==> src/rtl/upct_plru.sv <==
// Upper-PC table: indexed fetch read plus CAM-or-allocate update, with tree-PLRU
// replacement, invalid-first allocation, flush and write-to-read bypass.
module upct_plru #(
    parameter int unsigned UPCT_ENTRIES     = 8,
    parameter int unsigned LOG_UPCT_ENTRIES = $clog2(UPCT_ENTRIES),
    parameter int unsigned UPPER_PC_WIDTH   = 21
) (
    input  logic                        CLK,
    input  logic                        nRST,
    input  logic                        read_valid_in,
    input  logic [LOG_UPCT_ENTRIES-1:0] read_index_in,
    output logic [UPPER_PC_WIDTH-1:0]   read_upper_PC_out,
    input  logic                        update0_valid_in,
    input  logic [UPPER_PC_WIDTH-1:0]   update0_upper_PC_in,
    output logic                        update1_valid_out,
    output logic [LOG_UPCT_ENTRIES-1:0] update1_upct_index_out,
    input  logic                        flush_in
);

    localparam int unsigned N     = UPCT_ENTRIES;
    localparam int unsigned LOG   = LOG_UPCT_ENTRIES;
    localparam int unsigned UPW   = UPPER_PC_WIDTH;
    localparam int unsigned NODES = UPCT_ENTRIES - 1;

    // Heap-ordered tree: node n (root = 1) lives at bit n-1, children are 2n and 2n+1.
    function automatic logic [LOG-1:0] plru_victim(input logic [NODES-1:0] t);
        int unsigned node;
        node = 1;
        for (int unsigned l = 0; l < LOG; l++) begin
            node = 2 * node + 32'(t[node-1]);
        end
        return LOG'(node - N);
    endfunction

    function automatic logic [NODES-1:0] plru_touch(input logic [NODES-1:0] t,
                                                    input logic [LOG-1:0]   idx);
        int unsigned node;
        logic        b;
        node = 1;
        for (int unsigned l = 0; l < LOG; l++) begin
            b         = idx[LOG-1-l];
            t[node-1] = ~b;
            node      = 2 * node + 32'(b);
        end
        return t;
    endfunction

    logic [N-1:0]     valid_q, valid_d;
    logic [UPW-1:0]   upc_q [N];
    logic [UPW-1:0]   upc_d [N];
    logic [NODES-1:0] plru_q, plru_d;
    logic [UPW-1:0]   rd_data_q, rd_data_d;
    logic             upd_valid_q, upd_valid_d;
    logic [LOG-1:0]   upd_idx_q, upd_idx_d;

    logic [N-1:0]     valid_base;
    logic [NODES-1:0] plru_base;
    logic             hit, free_found;
    logic [LOG-1:0]   hit_idx, free_idx, upd_idx;

    // Flush is folded in first, so the CAM, allocation and touches all see the cleared table.
    always_comb begin
        valid_base = flush_in ? '0 : valid_q;
        plru_base  = flush_in ? '0 : plru_q;
        hit        = 1'b0;
        hit_idx    = '0;
        free_found = 1'b0;
        free_idx   = '0;
        for (int i = 0; i < int'(N); i++) begin
            if (valid_base[i] && (upc_q[i] == update0_upper_PC_in)) begin
                hit     = 1'b1;
                hit_idx = LOG'(i);
            end
        end
        for (int i = int'(N) - 1; i >= 0; i--) begin
            if (!valid_base[i]) begin
                free_found = 1'b1;
                free_idx   = LOG'(i);
            end
        end
        upd_idx = hit ? hit_idx : (free_found ? free_idx : plru_victim(plru_base));
    end

    always_comb begin
        valid_d     = valid_base;
        upc_d       = upc_q;
        plru_d      = plru_base;
        rd_data_d   = rd_data_q;
        upd_valid_d = update0_valid_in;
        upd_idx_d   = upd_idx_q;
        if (update0_valid_in) begin
            upd_idx_d = upd_idx;
            if (!hit) begin
                upc_d[upd_idx]   = update0_upper_PC_in;
                valid_d[upd_idx] = 1'b1;
            end
        end
        // Reading the post-write array gives the same-cycle bypass.
        if (read_valid_in) begin
            rd_data_d = upc_d[read_index_in];
            plru_d    = plru_touch(plru_d, read_index_in);
        end
        if (update0_valid_in) begin
            plru_d = plru_touch(plru_d, upd_idx);
        end
    end

    always_ff @(posedge CLK or negedge nRST) begin
        if (!nRST) begin
            valid_q     <= '0;
            plru_q      <= '0;
            rd_data_q   <= '0;
            upd_valid_q <= 1'b0;
            upd_idx_q   <= '0;
            for (int i = 0; i < int'(N); i++) begin
                upc_q[i] <= '0;
            end
        end else begin
            valid_q     <= valid_d;
            plru_q      <= plru_d;
            rd_data_q   <= rd_data_d;
            upd_valid_q <= upd_valid_d;
            upd_idx_q   <= upd_idx_d;
            for (int i = 0; i < int'(N); i++) begin
                upc_q[i] <= upc_d[i];
            end
        end
    end

    assign read_upper_PC_out      = rd_data_q;
    assign update1_valid_out      = upd_valid_q;
    assign update1_upct_index_out = upd_idx_q;

endmodule
==> config.mk <==
export PLATFORM = sky130hd
export DESIGN_NAME = upct_plru
export DESIGN_NICKNAME = d
export VERILOG_FILES = /design/src/rtl/upct_plru.sv
export SDC_FILE = /design/constraint.sdc
export NUM_CORES = 1
export LEC_CHECK = 0
export CAP_MARGIN = 20
export CORE_MARGIN = 2
export CORE_UTILIZATION = 40
export CTS_BUF_LIST = sky130_fd_sc_hd__clkbuf_2 sky130_fd_sc_hd__clkbuf_4 sky130_fd_sc_hd__clkbuf_8
export DETAILED_ROUTE_END_ITERATION = 10
export SYNTH_ARGS = -nofsm -noshare
export SYNTH_HDL_FRONTEND = slang
export SYNTH_SLANG_ARGS = --single-unit
==> constraint.sdc <==
create_clock -name CLK -period 7.5 [get_ports CLK]
set_clock_uncertainty 0.2 [all_clocks]
set_input_delay 2.25 -clock CLK [delete_from_list [all_inputs] [get_ports CLK]]
set_output_delay 2.25 -clock CLK [all_outputs]
set_load 0.02 [all_outputs]
==> metrics.cfg, run 1 <==
[clocking]
cts_inserted_buffers=41
cts_buffer_depth=3
root_buffer=clkbuf_8
clk_pin_slew_worst_paths_ns=0.05
cts_hold_buffers=0
clock-sinks=208
tritoncts=yes
clock_latency_ns=0.57
htreeDepth=2
cts_setup_buffers=0
post_cts_resized=0

[synthesis]
synth_edf_count=0
synth_cells=1449
synthArstFlopShare_pct=100.0
yosys_register_bits=208
synth_fp_nets=1491
synth_top_area_share_pct=38.83
yosysWarningCount=0
synth_top_cell_by_area=dfrtp_1
ys.flop_type=dfrtp_1
yosys-top-cells-area=dfrtp_1 (39%), xnor2_1 (7.8%), mux2_2 (6.6%), nand2_1 (5.3%), o21ai_0 (4.2%)
yosysUniqueCellTypes=73
ys_seq_area_share_pct=38.83
synthesis.area_um2=13400
syn_area_per_cell_um2=9.250

[global_route]
grt_usage_pct=31.10
antenna_found_initial=0
grt_pass1_vias=11440
grt_pass1_wl_um=80670
grt_max_degree=128
grt_overflow=0

[critical_path]
critical_path_class=in2reg
path_delay_family=simple AND/OR/NAND/NOR gates
path_max_fanout=21
crit_chain=clkdlybuf4s50_1 > xnor2_1 > nand4_1 > nor4_1 > and2_1 > nor3b_4 > a21oi_1 > buf_4 > inv_1 > ha_1 > mux2_2 > a31o_2 > o31ai_1 > a2bb2oi_1
start_kind=primary input
reg2reg_slack_ns=2.86
slowest_delay_ns=0.69
regToRegStartpoint=upc_q[106]
cp.required_ns=7.78
cp.arrival_ns=6.90
critPathSlowestCell=xnor2_1
r2r-end=read_upper_PC_out[9]
path_buf_inv=3
critPathCaptureType=flop
r2r_cells=13

[layout]
layout_common_cells=dfrtp_1 (208), nand2_1 (189), xnor2_1 (119)
synthToLayoutAreaGrowth_pct=14.26
antenna_cells=0
final_common_cell=dfrtp_1
fillers=3276
drive_above_1_share_pct=16.92
nNetsFinal=1520

[min_path]
min_from=upc_q[121]
hold_class=reg2reg
worstHoldPathCells=2
min_to=upc_q[121]

[die]
dieArea_um2=34990
coreArea_um2=33280
fp.dieW_um=187.1
start_util_pct=40.27
pin_count=54
die_h_um=187.1
fp-row-count=67

[detailed_routing]
finalWirelength_um=54670
first_iter_violations=1295
dr.pass1.iters=5
vias=11950
drc=0
wl_per_cell_um=27.96
vias_per_cell=6.115
final_antenna_net_count=0

[timing]
grt_setup_unrepaired=no
finalCritPeriodShare_pct=88.30
final_max_slew_viol_count=0
setup_viol=0
tightest_slew_ns=1.112
clock.fmax_mhz=151.0
finalHoldViolations=0
period_needed_ns=6.622
setup_tns_ns=0
maxSlewHeadroom_pct=25.63

[placement]
hpwlAfterDp_um=39360
place_congestion=1.008
portBuffers=53

[power]
ir_drop_v=0.0001543
p_leak_nw=6.279
power_mw=3.679
p_per_area_nw_per_um2=240.2

[flow_run]
cap_viol_max_count=0

[status]
status=finished, final reports clean

-- cells in the mapped netlist, types with 19 or more instances --
cell type and count:
nand2b_1 21, a311oi_1 23, mux2_2 78, nor3_1 26, or2_2 20, a21o_1 19
inv_1 31, a22oi_1 20, nand4_1 62, xnor2_1 119, a211o_1 21, dfrtp_1 208
nand2_1 189, o211ai_1 22, a41oi_1 19, nand3_1 26, nand3b_1 21, o32a_1 19
buf_2 51, o21ai_0 113, clkbuf_1 66, xor2_1 47, a32oi_1 21, nor4_1 28
nor2_1 49
-- report_power, final --
part | internal, mW | total (mW) | switching (mW)
Clock | 0.744 | 1.27 | 0.522
Sequential | 1.28 | 1.46 | 0.175
Combinational | 0.352 | 0.957 | 0.605
Total | 2.38 | 3.68 | 1.30
-- layer usage --
layer | wire length, um | GRT usage, % | share of wire, % | up-vias
met2 | 25950 | 51.73 | 47 | 574
met4 | 1453 | 8.608 | 2.7 | 0
met5 | 0 | 0 | 0 | -
li1 | - | - | - | 5288
met1 | 23480 | 42.20 | 43 | 6002
met3 | 3790 | 4.690 | 6.9 | 90
-- worst max path at each step --
stage	startpoint	end	cells past startpoint
final	update0_upper_PC_in[1]	read_upper_PC_out[9]	14
after global routing	update0_upper_PC_in[5]	read_upper_PC_out[20]	16
after detailed placement	update0_upper_PC_in[5]	read_upper_PC_out[9]	15
after floorplan	update0_upper_PC_in[15]	read_upper_PC_out[9]	14
after global placement	update0_upper_PC_in[5]	read_upper_PC_out[9]	15
after CTS	update0_upper_PC_in[5]	read_upper_PC_out[9]	15
-- registers in the layout (all words and copies together) (netlist names) --
register / count
update1_valid_out: 1
valid_q: 8
plru_q: 7
update1_upct_index_out: 3
read_upper_PC_out: 21
upc_q: 168
-- layout make-up --
class                   count  area, um^2  share of cell area (%)
inverters                  33       123.9                  0.8088
well taps                 448       560.5                   3.660
clock buffers              64       799.5                   5.221
clock inverters             8       92.59                  0.6046
repair buffers            119        1071                   6.993
flip-flops and latches    208        5205                   33.99
multi-input cells        1075        7462                   48.73
-- worst min-delay path, stage by stage (launching register included) --
cell	delay, ns
dfrtp_1	0.37
nand2_1	0.05
o21ai_0	0.06
-- metrics by stage --
stage | setup slack (ns) | std cells | area [um^2] | hold WS, ns | utilization [%]
2_1_floorplan | 1.618 | 1449 | 13400 | 0.2817 | -
3_3_place_gp | 0.4625 | 1883 | 14420 | 0.3037 | 43.34
3_5_place_dp | 0.4222 | 1883 | 14420 | 0.3132 | 43.34
4_1_cts | 0.9733 | 1955 | 15310 | 0.3270 | 46.02
5_1_grt | 0.5918 | 1955 | 15310 | 0.3569 | 46.02
6_report | 0.8775 | 1955 | 15310 | 0.3243 | 46.02
-- cell families after synthesis --
| family | count (synthesis) | share of synthesized area, % |
|---|---|---|
| multiplexers | 85 | 7.113 |
| XOR/XNOR | 168 | 11.09 |
| buffers and inverters | 166 | 5.657 |
| adder cells (fa/ha/maj) | 13 | 1.214 |
| AND/OR/NAND/NOR | 485 | 18.76 |
| flip-flops | 208 | 38.83 |
| AO/OA/AOI/OAI | 324 | 17.33 |
No activity file was read; power rests on OpenSTA's default activity.
==> run 2: changes to the inputs <==
Settings changed: CTS_CLUSTER_DIAMETER from default to 100, MAX_ROUTING_LAYER from default to met4, SLEW_MARGIN from default to 10.
==> metrics.cfg, run 2 (same netlist as run 1, synthesis figures left out) <==
[timing]
setup_tns_ns=0
finalCritPeriodShare_pct=87.77
maxSlewHeadroom_pct=33.03
tightest_slew_ns=1.001
clock.fmax_mhz=151.9
grt_setup_unrepaired=no
final.setup.worst_slack_ns=0.9169
period_needed_ns=6.583
finalHoldViolations=0
setup_viol=0
final_max_slew_viol_count=0

[layout]
postLayoutCoreUtil_pct=45.95
regArea_um2=5205
largest_register_ffs=168
nNetsFinal=1514
drive_above_1_share_pct=16.76
largest_register=upc_q
layout_common_cells=dfrtp_1 (208), nand2_1 (189), xnor2_1 (119)
multiInputGateArea_um2=7462
antenna_cells=0
final_common_cell=dfrtp_1
fillers=3212
finalInstanceArea_um2=15290
synthToLayoutAreaGrowth_pct=14.11

[power]
switching_share_pct=35.52
p_per_area_nw_per_um2=244.0
power.internal_mw=2.406
p_seq_share_pct=39.0
clock_power_share_pct=35.8
p_leak_nw=6.256
pwr-share-comb_pct=25.2
power.switching_mw=1.325
ir_drop_v=0.0001664

[detailed_routing]
final_antenna_net_count=0
wl_per_cell_um=27.52
vias=11870
dr.pass1.iters=5
vias_per_cell=6.083
first_iter_violations=1333
drc=0
finalWirelength_um=53720

[clocking]
cts_buffer_depth=3
cts_inserted_buffers=42
root_buffer=clkbuf_8
cts_hold_buffers=0
post_cts_resized=0
htreeDepth=2
clock-sinks=208
tritoncts=yes
cts_setup_buffers=0
clk_pin_slew_worst_paths_ns=0.06
clock_latency_ns=0.61

[die]
start_util_pct=40.27
fp-row-count=67
die_h_um=187.1
pin_count=54
fp.dieW_um=187.1
coreArea_um2=33280
dieArea_um2=34990

[placement]
portBuffers=53
place_area_um2=14330
place_ws_ns=0.4833
place_congestion=1.056
hpwlAfterDp_um=38480

[critical_path]
cp.arrival_ns=6.84
start_kind=primary input
regToRegStartpoint=upc_q[157]
path_max_fanout=21
cp.required_ns=7.76
cp-startpoint=update0_upper_PC_in[20]
critical_path_class=in2reg
critPathCaptureType=flop

[global_route]
grt_pass1_vias=11340
grt_usage_pct=31.53
grt_overflow=0
grt_max_degree=96
grt_pass1_wl_um=79700
antenna_found_initial=1

[min_path]
min_from=upc_q[87]
hold_class=reg2reg

[flow_run]
cap_viol_max_count=0

[status]
status=finished, final reports clean

run 2: cell count changes in the layout (fill, tap and decap cells not counted):
cell        before  now
buf_12           4    2
clkbuf_8        51   55
inv_6            0    1
clkinvlp_4       1    2
buf_4           62   57
clkbuf_4        13   11
run 2: final timing paths:
kind	to	slack, ns	cells after the start
max	read_upper_PC_out[0]	0.92	14
min	upc_q[87]	0.32	2
min in group asynchronous	upc_q[85]	1.48	1
max reg2reg	read_upper_PC_out[0]	3.07	13
min reg2reg	upc_q[87]	0.32	2
max in group asynchronous	upc_q[65]	4.33	2
run 2: layout make-up:
| cell class | instances | area share, % |
|---|---|---|
| Tap cell | 448 | 3.665 |
| Sequential cell | 208 | 34.03 |
| Clock buffer | 66 | 5.490 |
| Inverter | 33 | 0.8100 |
| Clock inverter | 10 | 0.7118 |
| Timing Repair Buffer | 112 | 6.496 |
| Multi-Input combinational cell | 1075 | 48.79 |
run 2: power by group through the flow:
stage	sequential (mW)	combinational, mW	clock (mW)
5_1_grt	1.47	0.991	1.40
4_1_cts	1.45	0.923	1.35
2_1_floorplan	1.43	0.533	0
3_3_place_gp	1.46	0.920	0
6_report	1.46	0.939	1.33
3_5_place_dp	1.47	0.919	0
run 2: stage by stage:
stage,total power [mW],hold slack (ns),std cells
after detailed placement,2.389,0.3081,1875
after global placement,2.385,0.3035,1875
after floorplan,1.966,0.2817,1449
after global routing,3.866,0.3370,1952
after CTS,3.725,0.3194,1951
final,3.731,0.3230,1952
run 2: critical path, cell delays in order:
cell and delay, ns:
clkdlybuf4s50_1 0.77, xnor2_1 0.74, nand4_1 0.19, nor4_1 0.39, nand4_1 0.26, nand4_1 0.22, a21oi_1 0.09, buf_4 0.19
inv_1 0.19, ha_1 0.27, mux2_2 0.66, a311oi_1 0.21, a32oi_1 0.29, a22oi_1 0.11
run 2: routing by layer:
layer	vias to the layer above	global-route usage, %	wire length (um)
met2	558	50.03	25210
met1	5917	41.33	23390
met3	103	5.103	3441
li1	5296	-	-
met5	-	-	0
met4	0	10.04	1676
